==> src/rtl/iob_fp_addsub.sv <==
`default_nettype none
// +--------------------------------------------------------------------------+
// | Module   : iob_fp_addsub                                                 |
// | Brief    : 5-stage pipelined IEEE-754-style add/subtract, DAZ/FTZ, RNE   |
// | Revision : 1.0 - initial release                                         |
// +--------------------------------------------------------------------------+
module iob_fp_addsub #(
    parameter int DATA_W = 32,
    parameter int EXP_W  = 8
) (
    input  logic              clk_i,
    input  logic              rst_i,
    input  logic              start_i,
    input  logic              sub_i,
    input  logic [DATA_W-1:0] op_a_i,
    input  logic [DATA_W-1:0] op_b_i,
    output logic              done_o,
    output logic [DATA_W-1:0] res_o,
    output logic              overflow_o,
    output logic              underflow_o,
    output logic              exception_o
);

    localparam int C_F    = DATA_W - EXP_W - 1;
    localparam int C_M    = C_F + 1;
    localparam int C_X    = C_F + 4;
    localparam int C_LZ_W = $clog2(C_X + 1);
    localparam int C_EW   = EXP_W + 2;
    localparam logic [EXP_W-1:0] C_EXP_MAX   = '1;
    localparam logic [EXP_W-1:0] C_SHIFT_SAT = EXP_W'(C_F + 3);
    localparam logic [C_EW-1:0]  C_ONE       = C_EW'(1);
    localparam logic [C_EW-1:0]  C_INF_EXP   = {2'b00, C_EXP_MAX};

    // ---------------- stage 0: unpack, classify, order ----------------
    logic              w_sign_a, w_sign_b;
    logic [EXP_W-1:0]  w_exp_a, w_exp_b;
    logic [C_F-1:0]    w_frac_a, w_frac_b;
    logic              w_zero_a, w_zero_b, w_inf_a, w_inf_b, w_nan_a, w_nan_b;
    logic              w_a_ge_b;
    logic              w_special, w_spec_exc;
    logic [DATA_W-1:0] w_spec_res;

    assign w_sign_a = op_a_i[DATA_W-1];
    assign w_sign_b = op_b_i[DATA_W-1] ^ sub_i;
    assign w_exp_a  = op_a_i[DATA_W-2:C_F];
    assign w_exp_b  = op_b_i[DATA_W-2:C_F];
    assign w_frac_a = op_a_i[C_F-1:0];
    assign w_frac_b = op_b_i[C_F-1:0];
    assign w_zero_a = (w_exp_a == '0);
    assign w_zero_b = (w_exp_b == '0);
    assign w_inf_a  = (w_exp_a == C_EXP_MAX) && (w_frac_a == '0);
    assign w_inf_b  = (w_exp_b == C_EXP_MAX) && (w_frac_b == '0);
    assign w_nan_a  = (w_exp_a == C_EXP_MAX) && (w_frac_a != '0);
    assign w_nan_b  = (w_exp_b == C_EXP_MAX) && (w_frac_b != '0);
    assign w_a_ge_b = (op_a_i[DATA_W-2:0] >= op_b_i[DATA_W-2:0]);

    always_comb begin
        w_special  = 1'b1;
        w_spec_exc = 1'b0;
        w_spec_res = '0;
        if (w_nan_a || w_nan_b || (w_inf_a && w_inf_b && (w_sign_a != w_sign_b))) begin
            w_spec_res = {1'b0, C_EXP_MAX, 1'b1, {(C_F-1){1'b0}}};
            w_spec_exc = 1'b1;
        end else if (w_inf_a) begin
            w_spec_res = {w_sign_a, C_EXP_MAX, {C_F{1'b0}}};
        end else if (w_inf_b) begin
            w_spec_res = {w_sign_b, C_EXP_MAX, {C_F{1'b0}}};
        end else if (w_zero_a && w_zero_b) begin
            w_spec_res = {w_sign_a & w_sign_b, {(DATA_W-1){1'b0}}};
        end else if (w_zero_a) begin
            w_spec_res = {w_sign_b, op_b_i[DATA_W-2:0]};
        end else if (w_zero_b) begin
            w_spec_res = op_a_i;
        end else begin
            w_special = 1'b0;
        end
    end

    // ---------------- pipeline registers ----------------
    logic              r1_valid, r2_valid, r3_valid, r4_valid;
    logic              r1_special, r2_special, r3_special, r4_special;
    logic              r1_spec_exc, r2_spec_exc, r3_spec_exc, r4_spec_exc;
    logic [DATA_W-1:0] r1_spec_res, r2_spec_res, r3_spec_res, r4_spec_res;
    logic              r1_sign, r2_sign, r3_sign, r4_sign;
    logic              r1_sub, r2_sub;
    logic [EXP_W-1:0]  r1_exp, r2_exp, r3_exp;
    logic [EXP_W-1:0]  r1_diff;
    logic [C_M-1:0]    r1_man_a, r1_man_b;
    logic [C_X-1:0]    r2_man_a, r2_man_b;
    logic [C_X:0]      r3_sum;
    logic [C_X-1:0]    r4_norm;
    logic [C_EW-1:0]   r4_exp;

    // ---------------- stage 1 -> 2: alignment with guard/round/sticky ----------------
    logic [EXP_W-1:0]  w_shamt;
    logic [2*C_X-1:0]  w_align;
    logic [C_X-1:0]    w_b_aligned;

    assign w_shamt     = (r1_diff > C_SHIFT_SAT) ? C_SHIFT_SAT : r1_diff;
    assign w_align     = {r1_man_b, 3'b000, {C_X{1'b0}}} >> w_shamt;
    assign w_b_aligned = {w_align[2*C_X-1:C_X+1], w_align[C_X] | (|w_align[C_X-1:0])};

    // ---------------- stage 2 -> 3: significand add/sub ----------------
    logic [C_X:0] w_sum;

    assign w_sum = r2_sub ? ({1'b0, r2_man_a} - {1'b0, r2_man_b})
                          : ({1'b0, r2_man_a} + {1'b0, r2_man_b});

    // ---------------- stage 3 -> 4: normalisation ----------------
    logic [C_LZ_W-1:0] w_lzc;
    logic              w_found;
    logic [C_X-1:0]    w_norm;
    logic [C_EW-1:0]   w_exp_n;

    always_comb begin
        w_lzc   = '0;
        w_found = 1'b0;
        for (int i = C_X - 1; i >= 0; i--) begin
            if (!w_found) begin
                if (r3_sum[i]) w_found = 1'b1;
                else           w_lzc   = w_lzc + C_LZ_W'(1);
            end
        end
    end

    always_comb begin
        if (r3_sum[C_X]) begin
            w_norm  = {r3_sum[C_X:2], r3_sum[1] | r3_sum[0]};
            w_exp_n = {2'b00, r3_exp} + C_ONE;
        end else begin
            w_norm  = r3_sum[C_X-1:0] << w_lzc;
            w_exp_n = {2'b00, r3_exp} - {{(C_EW-C_LZ_W){1'b0}}, w_lzc};
        end
    end

    // ---------------- stage 4 -> out: rounding and result select ----------------
    // A clear hidden bit after normalisation can only mean an all-zero difference.
    logic              w_round_up;
    logic [C_F:0]      w_frac_r;
    logic [C_EW-1:0]   w_exp_r;
    logic [DATA_W-1:0] w_res;
    logic              w_ovf, w_uf, w_exc;

    assign w_round_up = r4_norm[2] & (r4_norm[1] | r4_norm[0] | r4_norm[3]);
    assign w_frac_r   = {1'b0, r4_norm[C_X-2:3]} + {{C_F{1'b0}}, w_round_up};
    assign w_exp_r    = r4_exp + {{(C_EW-1){1'b0}}, w_frac_r[C_F]};

    always_comb begin
        w_res = {r4_sign, w_exp_r[EXP_W-1:0], w_frac_r[C_F-1:0]};
        w_ovf = 1'b0;
        w_uf  = 1'b0;
        w_exc = 1'b0;
        if (r4_special) begin
            w_res = r4_spec_res;
            w_exc = r4_spec_exc;
        end else if (!r4_norm[C_X-1]) begin
            w_res = '0;
        end else if ($signed(r4_exp) < $signed(C_ONE)) begin
            w_res = {r4_sign, {(DATA_W-1){1'b0}}};
            w_uf  = 1'b1;
        end else if ($signed(w_exp_r) >= $signed(C_INF_EXP)) begin
            w_res = {r4_sign, C_EXP_MAX, {C_F{1'b0}}};
            w_ovf = 1'b1;
        end
    end

    always_ff @(posedge clk_i) begin
        if (rst_i) begin
            r1_valid    <= 1'b0;
            r2_valid    <= 1'b0;
            r3_valid    <= 1'b0;
            r4_valid    <= 1'b0;
            done_o      <= 1'b0;
            res_o       <= '0;
            overflow_o  <= 1'b0;
            underflow_o <= 1'b0;
            exception_o <= 1'b0;
        end else begin
            r1_valid <= start_i;
            r2_valid <= r1_valid;
            r3_valid <= r2_valid;
            r4_valid <= r3_valid;
            done_o   <= r4_valid;
            if (r4_valid) begin
                res_o       <= w_res;
                overflow_o  <= w_ovf;
                underflow_o <= w_uf;
                exception_o <= w_exc;
            end
        end
    end

    always_ff @(posedge clk_i) begin
        r1_special  <= w_special;
        r1_spec_exc <= w_spec_exc;
        r1_spec_res <= w_spec_res;
        r1_sub      <= w_sign_a ^ w_sign_b;
        if (w_a_ge_b) begin
            r1_sign  <= w_sign_a;
            r1_exp   <= w_exp_a;
            r1_diff  <= w_exp_a - w_exp_b;
            r1_man_a <= {1'b1, w_frac_a};
            r1_man_b <= {1'b1, w_frac_b};
        end else begin
            r1_sign  <= w_sign_b;
            r1_exp   <= w_exp_b;
            r1_diff  <= w_exp_b - w_exp_a;
            r1_man_a <= {1'b1, w_frac_b};
            r1_man_b <= {1'b1, w_frac_a};
        end

        r2_special  <= r1_special;
        r2_spec_exc <= r1_spec_exc;
        r2_spec_res <= r1_spec_res;
        r2_sign     <= r1_sign;
        r2_sub      <= r1_sub;
        r2_exp      <= r1_exp;
        r2_man_a    <= {r1_man_a, 3'b000};
        r2_man_b    <= w_b_aligned;

        r3_special  <= r2_special;
        r3_spec_exc <= r2_spec_exc;
        r3_spec_res <= r2_spec_res;
        r3_sign     <= r2_sign;
        r3_exp      <= r2_exp;
        r3_sum      <= w_sum;

        r4_special  <= r3_special;
        r4_spec_exc <= r3_spec_exc;
        r4_spec_res <= r3_spec_res;
        r4_sign     <= r3_sign;
        r4_exp      <= w_exp_n;
        r4_norm     <= w_norm;
    end

endmodule
`default_nettype wire

==> config.mk <==
export PLATFORM = sky130hd
export DESIGN_NAME = iob_fp_addsub
export DESIGN_NICKNAME = d
export VERILOG_FILES = /design/src/rtl/iob_fp_addsub.sv
export SDC_FILE = /design/constraint.sdc
export NUM_CORES = 1
export LEC_CHECK = 0
export ABC_AREA = 1
export BUFFER_PORTS_ARGS = -buffer_cell sky130_fd_sc_hd__clkbuf_2
export CORE_MARGIN = 4
export CORE_UTILIZATION = 55
export CTS_CLUSTER_DIAMETER = 200
export DETAILED_ROUTE_END_ITERATION = 8
export PLACE_DENSITY = 0.73
export SLEW_MARGIN = 20
export SYNTH_ARGS = -nofsm -noshare
export SYNTH_HDL_FRONTEND = slang
export SYNTH_SLANG_ARGS = --single-unit
==> constraint.sdc <==
create_clock -name clk_i -period 33.7 [get_ports clk_i]
set_input_delay 6.74 -clock clk_i [delete_from_list [all_inputs] [get_ports clk_i]]
set_output_delay 6.74 -clock clk_i [all_outputs]
set_load 0.01 [all_outputs]
Word level (Yosys, flattened, before mapping):

Cells that the tools add are included.
W data, S select, Z words.

* register bits: 378
* input bits: 68
* output and inout port bits: 36
* word-level logic and storage cells: 243

* add/subtract/negate cells: 34
* $lt $le $gt $ge: 4
* equal/unequal tests: 3
* shift-type cells: 2
* muxes and demuxes: 132
* bitwise operators: 8
* reduce and logical (&&, ||, !) cells: 19

Operators by type and width (number)
* $mux W5: 52
* $mux W32: 7
* $add A5 B1 Y5 const B: 26
* $mux W1: 63
* $mux W31: 2
* $shr A54 B8 Y54: 1
* $logic_not A23 Y1: 2
* $mux W23: 2
* $reduce_bool A23 Y1: 2
* $ge A31 B31 Y1: 1
* $add A27 B27 Y28: 1
* $mux W28: 1
* $sub A27 B27 Y28: 1
* $reduce_or A27 Y1: 1
* $shl A27 B5 Y27: 1
* $mux W26: 1
* $add A23 B1 Y24: 1
* $mux W8: 3
* $eq A8 B8 Y1 const B: 2
* $logic_not A8 Y1: 2
* $sub A8 B8 Y8: 2
* $add A10 B1 Y10: 1
* $ge A10 B9 Y1 const B: 1
* $lt A10 B2 Y1 const B: 1
* other kinds (13): 25

Longest topological paths before layout:

Gate-level depths: netlist of run 1.

* word-level depth: 81
* mapped depth: 88
* depth with buffers taken out: 86

Worst setup path after synthesis of run 1:

OpenSTA, ideal clock, no wires.

* kind: register to register
* from: register r3_sum[25]
* to: register r4_exp[7]
* library setup time: 0.072 ns
* arrival time: 11.055 ns
* required time: 33.628 ns
* setup slack: 22.573 ns
* stages on the path, launching flop included: 88
* path buffers: 2
* clock period less this slack: 11.127 ns
* cell sequence: dfxtp_1 inv_1 a21oi_1 ha_1 inv_1 a21oi_1 ha_1 inv_1 nand2_1 nand2_1 inv_1 nand2_1 nand3_1 nand2_1 inv_1 ha_1 o21ai_0 nand2_1 [52 not listed] nand2_1 inv_1 ha_1 nand2_1 clkinv_1 nand3_1 buf_4 nand2_2 buf_2 ha_1 nand2_1 nor2_1 a211oi_1 nor2_1 o21ai_0 nand2_1 o31ai_1 xor2_1

* word-level cells in the longest chain between the ends: 79
* elaborated cells between the ends (all ways): 105
* classes of those cells: add/sub (26); mux (79)

RTL lines
* from (decl): RTL line 90 `logic [C_X:0] r3_sum;`
* from (signal assigned): RTL line 226 `r3_sum <= w_sum;`
* $mux W5: RTL line 120 `if (r3_sum[i]) w_found = 1'b1;`
* $mux W5: RTL line 119 `if (!w_found) begin`
* $add A5 B1 Y5: RTL line 121 `else w_lzc = w_lzc + C_LZ_W'(1);`
* $mux W5: RTL line 120
* $mux W5: RTL line 119
* $add A5 B1 Y5: RTL line 121
* $mux W5: RTL line 120
* $mux W5: RTL line 119
* [64 not listed]
* $mux W5: RTL line 120
* $mux W5: RTL line 119
* $add A5 B1 Y5: RTL line 121
* $mux W5: RTL line 120
* $mux W5 (*): RTL line 119
* $sub A8 B5 Y9 (*): RTL line 132 `w_exp_n = {2'b00, r3_exp} - {{(C_EW-C_LZ_W){1'b0}}, w_lzc};`
* $mux W10 (*): RTL line 127 `if (r3_sum[C_X]) begin`
* named net w_exp_n[7]: RTL line 113 `logic [C_EW-1:0] w_exp_n;`
* to (signal assigned): RTL line 232 `r4_exp <= w_exp_n;`
* to (decl): RTL line 92 `logic [C_EW-1:0] r4_exp;`

The timed path passes the listed nets; every way through them passes the cells marked *.
A chain may end at the register's enable or synchronous reset.

Worst setup path after layout of run 1:

Ends and elaborated chain as after synthesis.

==> impl_metrics.tcl, run 1 <==
set metrics [dict create \
    synthesis.area_sq_um 19500 \
    report.final.hold_viol_count 0 \
    syn_nets 2902 \
    dr.pass1.iters 7 \
    critPathSlowestCell "dfxtp_1" \
    dieArea_sq_um 38500 \
    outcome "finished clean" \
    synth_edf_count 0 \
    post-place-ws_ps 21380 \
    skew_ps 27.2 \
    cts_sinks 375 \
    cts_buffer_depth 3 \
    yosys_warnings 0 \
    min_period_ps 12460 \
    viasPerCell 5.39 \
    tritoncts "yes" \
    root_buffer "clkbuf_16" \
    n_fill_cell 3096 \
    irDropWorstVdd_v 0.0000474 \
    cellLeakagePower_uw 0.0106 \
    grt_antenna_before_repair 4 \
    synthFlopType "dfxtp_1" \
    crit_arrival_ps 12910 \
    yosysSeqAreaShare_pct 38.5 \
    dpl.hpwl_mm 41.6 \
    hp-class "register to register" \
    synthToLayoutAreaGrowth_pct 11.0 \
    setup_violations 0 \
    synth-simple-area-share_pct 25.8 \
    finalCritPeriodShare_pct 37.0 \
    synth_fa_ha_area_share_pct 7.98 \
    finalInstanceArea_sq_um 21700 \
    grt_usage_pct 26.6 \
    ys_ff_latch 375 \
    portBuffers 103 \
    grt_pass1_wl_mm 84.3 \
    p_per_area_nw_per_um2 67.1 \
    post_cts_buffers 0 \
    fin_ws_ps 21240 \
    pwr-share-clk_pct 29.9 \
    maxSlewHeadroom_pct 27.9 \
    seqPwrFrac_pct 39.2 \
    cts-resized-gates 0 \
    tightest_slew_ps 1080 \
    r2r_slack_ps 21240 \
    maxSlewViolCount 0 \
    cts_max_level 2 \
    grt_pass1_vias 16500 \
    drive_above_1_share_pct 9.17 \
    cts.hold.buffers_added 0 \
    ios 104 \
    die_h_microns 196 \
    end_kind "register" \
    wire_per_inst_microns 16.1 \
    placedInstanceArea_sq_um 20300 \
    max_freq_ghz 0.0803 \
    clock_latency_ps 530 \
    start_kind "register" \
    core_area_sq_um 34800 \
    path_buf_inv 11 \
    required_ps 34150 \
    rsz0062_at_grt "no" \
    p_int_uw 907 \
    pwr-share-comb_pct 30.8 \
    drcViolationCount 0 \
    ant_nets 0 \
    grt_max_degree 68 \
    ys_async_sr_fraction_pct 0 \
    finalPower_uw 1450 \
    place_congestion 0.968 \
    critical_path.max_stage_delay_ps 370 \
    maxCapViolations 0 \
    setup_tns_ps 0 \
    muxShareOfSynthArea_pct 0.359 \
    overflow 0 \
    rows 68 \
    routed_wl_mm 52.8 \
    p_switching_uw 545 \
    synth_top_family_by_area "simple AND/OR/NAND/NOR gates" \
    drt_iter0_drc 1354 \
    path_class "register to register" \
    swShare_pct 37.5 \
    fin_nets 2975 \
    synth_compound_area_share_pct 15.0 \
    synth_xor_area_share_pct 2.82 \
    initial_core_util_pct 56.0 \
    avgSynthCellArea_sq_um 7.19 \
    cts_buffers 38 \
    path_clk_slew_ps 60 \
    synth_cell_types 61 \
    crit_family "adder cells" \
    num_vias 17600 \
    syn_inst 2712 \
    worst_path_most_repeated_cell "nand2_1" \
    die_w_microns 196 \
    worstPathMaxFanout 11 \
]
[path summary, 6_finish.rpt]
check                            start              endpoint  depth (start not counted)
setup / recovery    r3_sum[25]$_DFF_P_     r4_exp[7]$_DFF_P_                         85
hold / removal    r1_man_a[20]$_DFF_P_  r2_man_a[23]$_DFF_P_                          0
setup reg to reg    r3_sum[25]$_DFF_P_     r4_exp[7]$_DFF_P_                         85
hold reg to reg   r1_man_a[20]$_DFF_P_  r2_man_a[23]$_DFF_P_                          0
[cell type report]
cell class	instances	area (sq um)	share of cell area, %
inverters	397	1500	6.94
clock buffers	45	997	4.61
well taps	455	569	2.63
clock inverters	24	305	1.41
flip-flops and latches	375	7510	34.7
multi-input cells	1855	10100	46.8
diodes	1	2.50	0.0116
repair buffers	118	628	2.90
[cell usage after synthesis (all sizes together) (11+ instances only)]
master / n / area (sq um)
a31oi: 25 / 156
nand2: 664 / 2560
nor3: 22 / 115
clkinv: 11 / 48.8
dfxtp: 375 / 7510
xor2: 48 / 428
buf: 23 / 135
clkbuf: 62 / 233
nand3: 156 / 796
or2: 15 / 93.8
ha: 118 / 1480
nor4: 17 / 106
xnor2: 14 / 123
o21ai: 303 / 1520
nand4: 41 / 257
a21oi: 104 / 521
nor2: 209 / 1010
inv: 386 / 1450
o31ai: 17 / 128
a211oi: 27 / 203
[kinds of logic after synthesis]
logic type / count (synthesis)
mux: 7
simple gates: 1137
compound gates: 527
xor+xnor: 62
fa+ha+maj: 122
flops: 375
buf+inv: 482
[cell usage in the layout, fill, tap and decap left out, types with 15 or more instances in the layout]
master / instances
nor3_1: 21
nand3_1: 153
ha_1: 118
o31ai_1: 17
o21ai_0: 247
a31oi_1: 25
xor2_1: 47
o21ai_1: 56
nor2_1: 187
nor4_1: 16
buf_4: 15
nand2_1: 651
inv_1: 367
clkbuf_2: 103
a211oi_1: 27
inv_2: 17
clkbuf_16: 38
a21oi_1: 104
nand4_1: 41
dfxtp_1: 374
[through the flow]
| step | hold WS (ps) | std cells | utilization [%] |
|---|---|---|---|
| after global placement | 310 | 3200 | 58.5 |
| after detailed placement | 312 | 3200 | 58.5 |
| after CTS | 315 | 3269 | 62.2 |
| after global routing | 317 | 3270 | 62.2 |
| final | 310 | 3270 | 62.2 |
| after floorplan | 310 | 2712 | - |
[registers in the layout, summed over array words and instances, names as in the netlist, 8 cells and up]
name,count
r1_spec_res,32
r2_spec_res,32
r3_spec_res,32
r4_spec_res,32
res_o,32
r3_sum,28
r2_man_b,27
r4_norm,27
r1_man_a,23
r1_man_b,23
r2_man_a,23
r4_exp,10
r1_diff,8
r1_exp,8
r2_exp,8
r3_exp,8
[power by group through the flow]
stage                     clock [uW]  sequential [uW]  combinational (uW)
after global placement             0              577                 432
after floorplan                    0              553                 328
after global routing             458              576                 511
after CTS                        441              569                 441
after detailed placement           0              578                 438
final                            435              570                 448
[metal layers]
metal / GRT usage (%) / routed length, microns / vias to the layer above / part of all wire (%)
li1: - / - / 8971 / -
met1: 36.3 / 24200 / 7974 / 46
met2: 42.6 / 23300 / 547 / 44
met3: 3.73 / 2990 / 123 / 5.7
met4: 11.0 / 2360 / 0 / 4.5
met5: 0 / 0 / - / 0
Note: power is estimated with default switching activity, not from simulation.
==> run 2: changes to the inputs <==
Settings changed: PLACE_DENSITY 0.73 to 0.76.
Clock period 33.7 ns to 10.64 ns, I/O delays scaled along.
==> run 2 against run 1 <==
Compared with the run above: the run now ends with negative setup slack left; combinational power grew to 4.2 times the previous value; sequential power grew to 3.2 times the previous value; count of clock-buffer cells in the layout is 5 higher; highest routed layer unchanged; register-to-register slack worse by 21000 ps; power grew to 3.5 times the previous value; largest power group is now combinational cells.
==> impl_metrics.tcl, run 2 (synthesis gave the netlist of run 1 again) <==
set metrics [dict create \
    outcome "complete, but fails checks" \
    violations "negative setup slack" \
    initial_core_util_pct 56.0 \
    place_congestion 0.977 \
    finalInstanceArea_sq_um 23300 \
    tightest_slew_ps 1030 \
    dieArea_sq_um 38500 \
    cts_buffers 37 \
    rsz0062_at_grt "yes" \
    r2r-start "r3_sum[25]$_DFF_P_" \
    irDropWorstVdd_v 0.000158 \
    cts.hold.buffers_added 0 \
    wl_met1_mm 24.3 \
    wl_met3_mm 3.85 \
    final_common_cell "nand2_1" \
    fin_nets 3081 \
    cts_max_level 2 \
    core_area_sq_um 34800 \
    clock_latency_ps 540 \
    num_vias 18400 \
    n_fill_cell 2974 \
    path_clk_slew_ps 60 \
    critPathSlowestCell "dfxtp_2" \
    grt_usage_pct 28.0 \
    root_buffer "clkbuf_16" \
    viasPerCell 5.45 \
    maxCapViolations 0 \
    tritoncts "yes" \
    maxSlewHeadroom_pct 30.9 \
    maxSlewViolCount 0 \
    met2_length_mm 26.7 \
    p_per_area_nw_per_um2 218 \
    cellLeakagePower_uw 0.0112 \
    grt_antenna_before_repair 1 \
    hp-class "register to register" \
    critPathLaunch "r3_sum[25]$_DFF_P_" \
    worst_path_most_repeated_cell "nand2_1" \
    dr.pass1.iters 5 \
    ant_nets 0 \
    placedInstanceArea_sq_um 20800 \
    antennaDiodeCount 0 \
    path_buf_inv 10 \
    min_period_ps 10740 \
    finalPower_uw 5070 \
    top_layer_used "met4" \
    rows 68 \
    required_ps 11110 \
    fin_ws_ps -105 \
    wire_per_inst_microns 16.9 \
    grt_pass1_vias 17000 \
    critical_path.max_stage_delay_ps 340 \
    final_cell_mix "nand2_1, dfxtp_1, inv_1, o21ai_0, nor2_1" \
    skew_ps 19.8 \
    cts_buffer_depth 3 \
    routed_wl_mm 57.1 \
    min-delay-start "r2_spec_res[7]$_DFF_P_" \
    grt_pass1_wl_mm 88.2 \
    drt_iter0_drc 1431 \
    die_w_microns 196 \
    finalCritPeriodShare_pct 101 \
    worstPathMaxFanout 3 \
    drcViolationCount 0 \
    ios 104 \
    setup_violations 6 \
    crit_family "adder cells" \
    synthToLayoutAreaGrowth_pct 19.3 \
    cts_sinks 375 \
    dpl.hpwl_mm 43.3 \
    crit_arrival_ps 11210 \
    overflow 0 \
    report.final.hold_viol_count 0 \
    start_kind "register" \
    die_h_microns 196 \
    path_class "register to register" \
    end_kind "register" \
    grt_max_degree 72 \
    drive_above_1_share_pct 17.0 \
    max_freq_ghz 0.0931 \
    portBuffers 103 \
]
==> run 2: path summary, 6_finish.rpt <==
path	slack, ps	cells past startpoint	to
max	-100	83	r4_exp[7]$_DFF_P_
min	320	0	r3_spec_res[7]$_DFF_P_
max reg2reg	-100	83	r4_exp[7]$_DFF_P_
min reg2reg	320	0	r3_spec_res[7]$_DFF_P_
==> run 2: routing by layer <==
layer,GRT usage (%),vias up
li1,-,9185
met3,3.76,125
met4,10.8,0
met2,47.1,660
met5,0,-
met1,36.8,8439
==> run 2: repair_timing <==
item / 4_1_cts / 5_1_grt
buffers inserted: 29 / 21
pin swaps: 44 / 84
resized for setup: 29 / 154
setup endpoints to repair: 36 / 36
cloned: 0 / 1
==> run 2: report_power, final <==
part / switching, uW / internal [uW]
sequential: 219 / 1600
combinational: 1130 / 736
clock: 576 / 805
==> run 2: final cells by class <==
type                       instances  area (sq um)  area share [%]
inverter                         397          1510            6.50
multi-input combinational       1855         10800            46.5
timing repair buffer             225          1540            6.62
tap                              455           569            2.45
sequential                       375          7510            32.3
clock buffer                      50          1040            4.49
clock inverter                    18           273            1.17
==> run 2: through the flow <==
stage | utilization [%] | hold slack (ps) | cells | setup TNS, ps | setup slack, ps
floorplan | - | 310 | 2712 | 0 | 3.00
global placement | 59.9 | 310 | 3260 | -2890 | -254
detailed placement | 59.9 | 312 | 3260 | -13700 | -530
CTS | 64.6 | 316 | 3357 | 0 | 1.88
global route | 66.9 | 325 | 3375 | -18540 | -748
finish | 66.9 | 322 | 3375 | -310 | -105
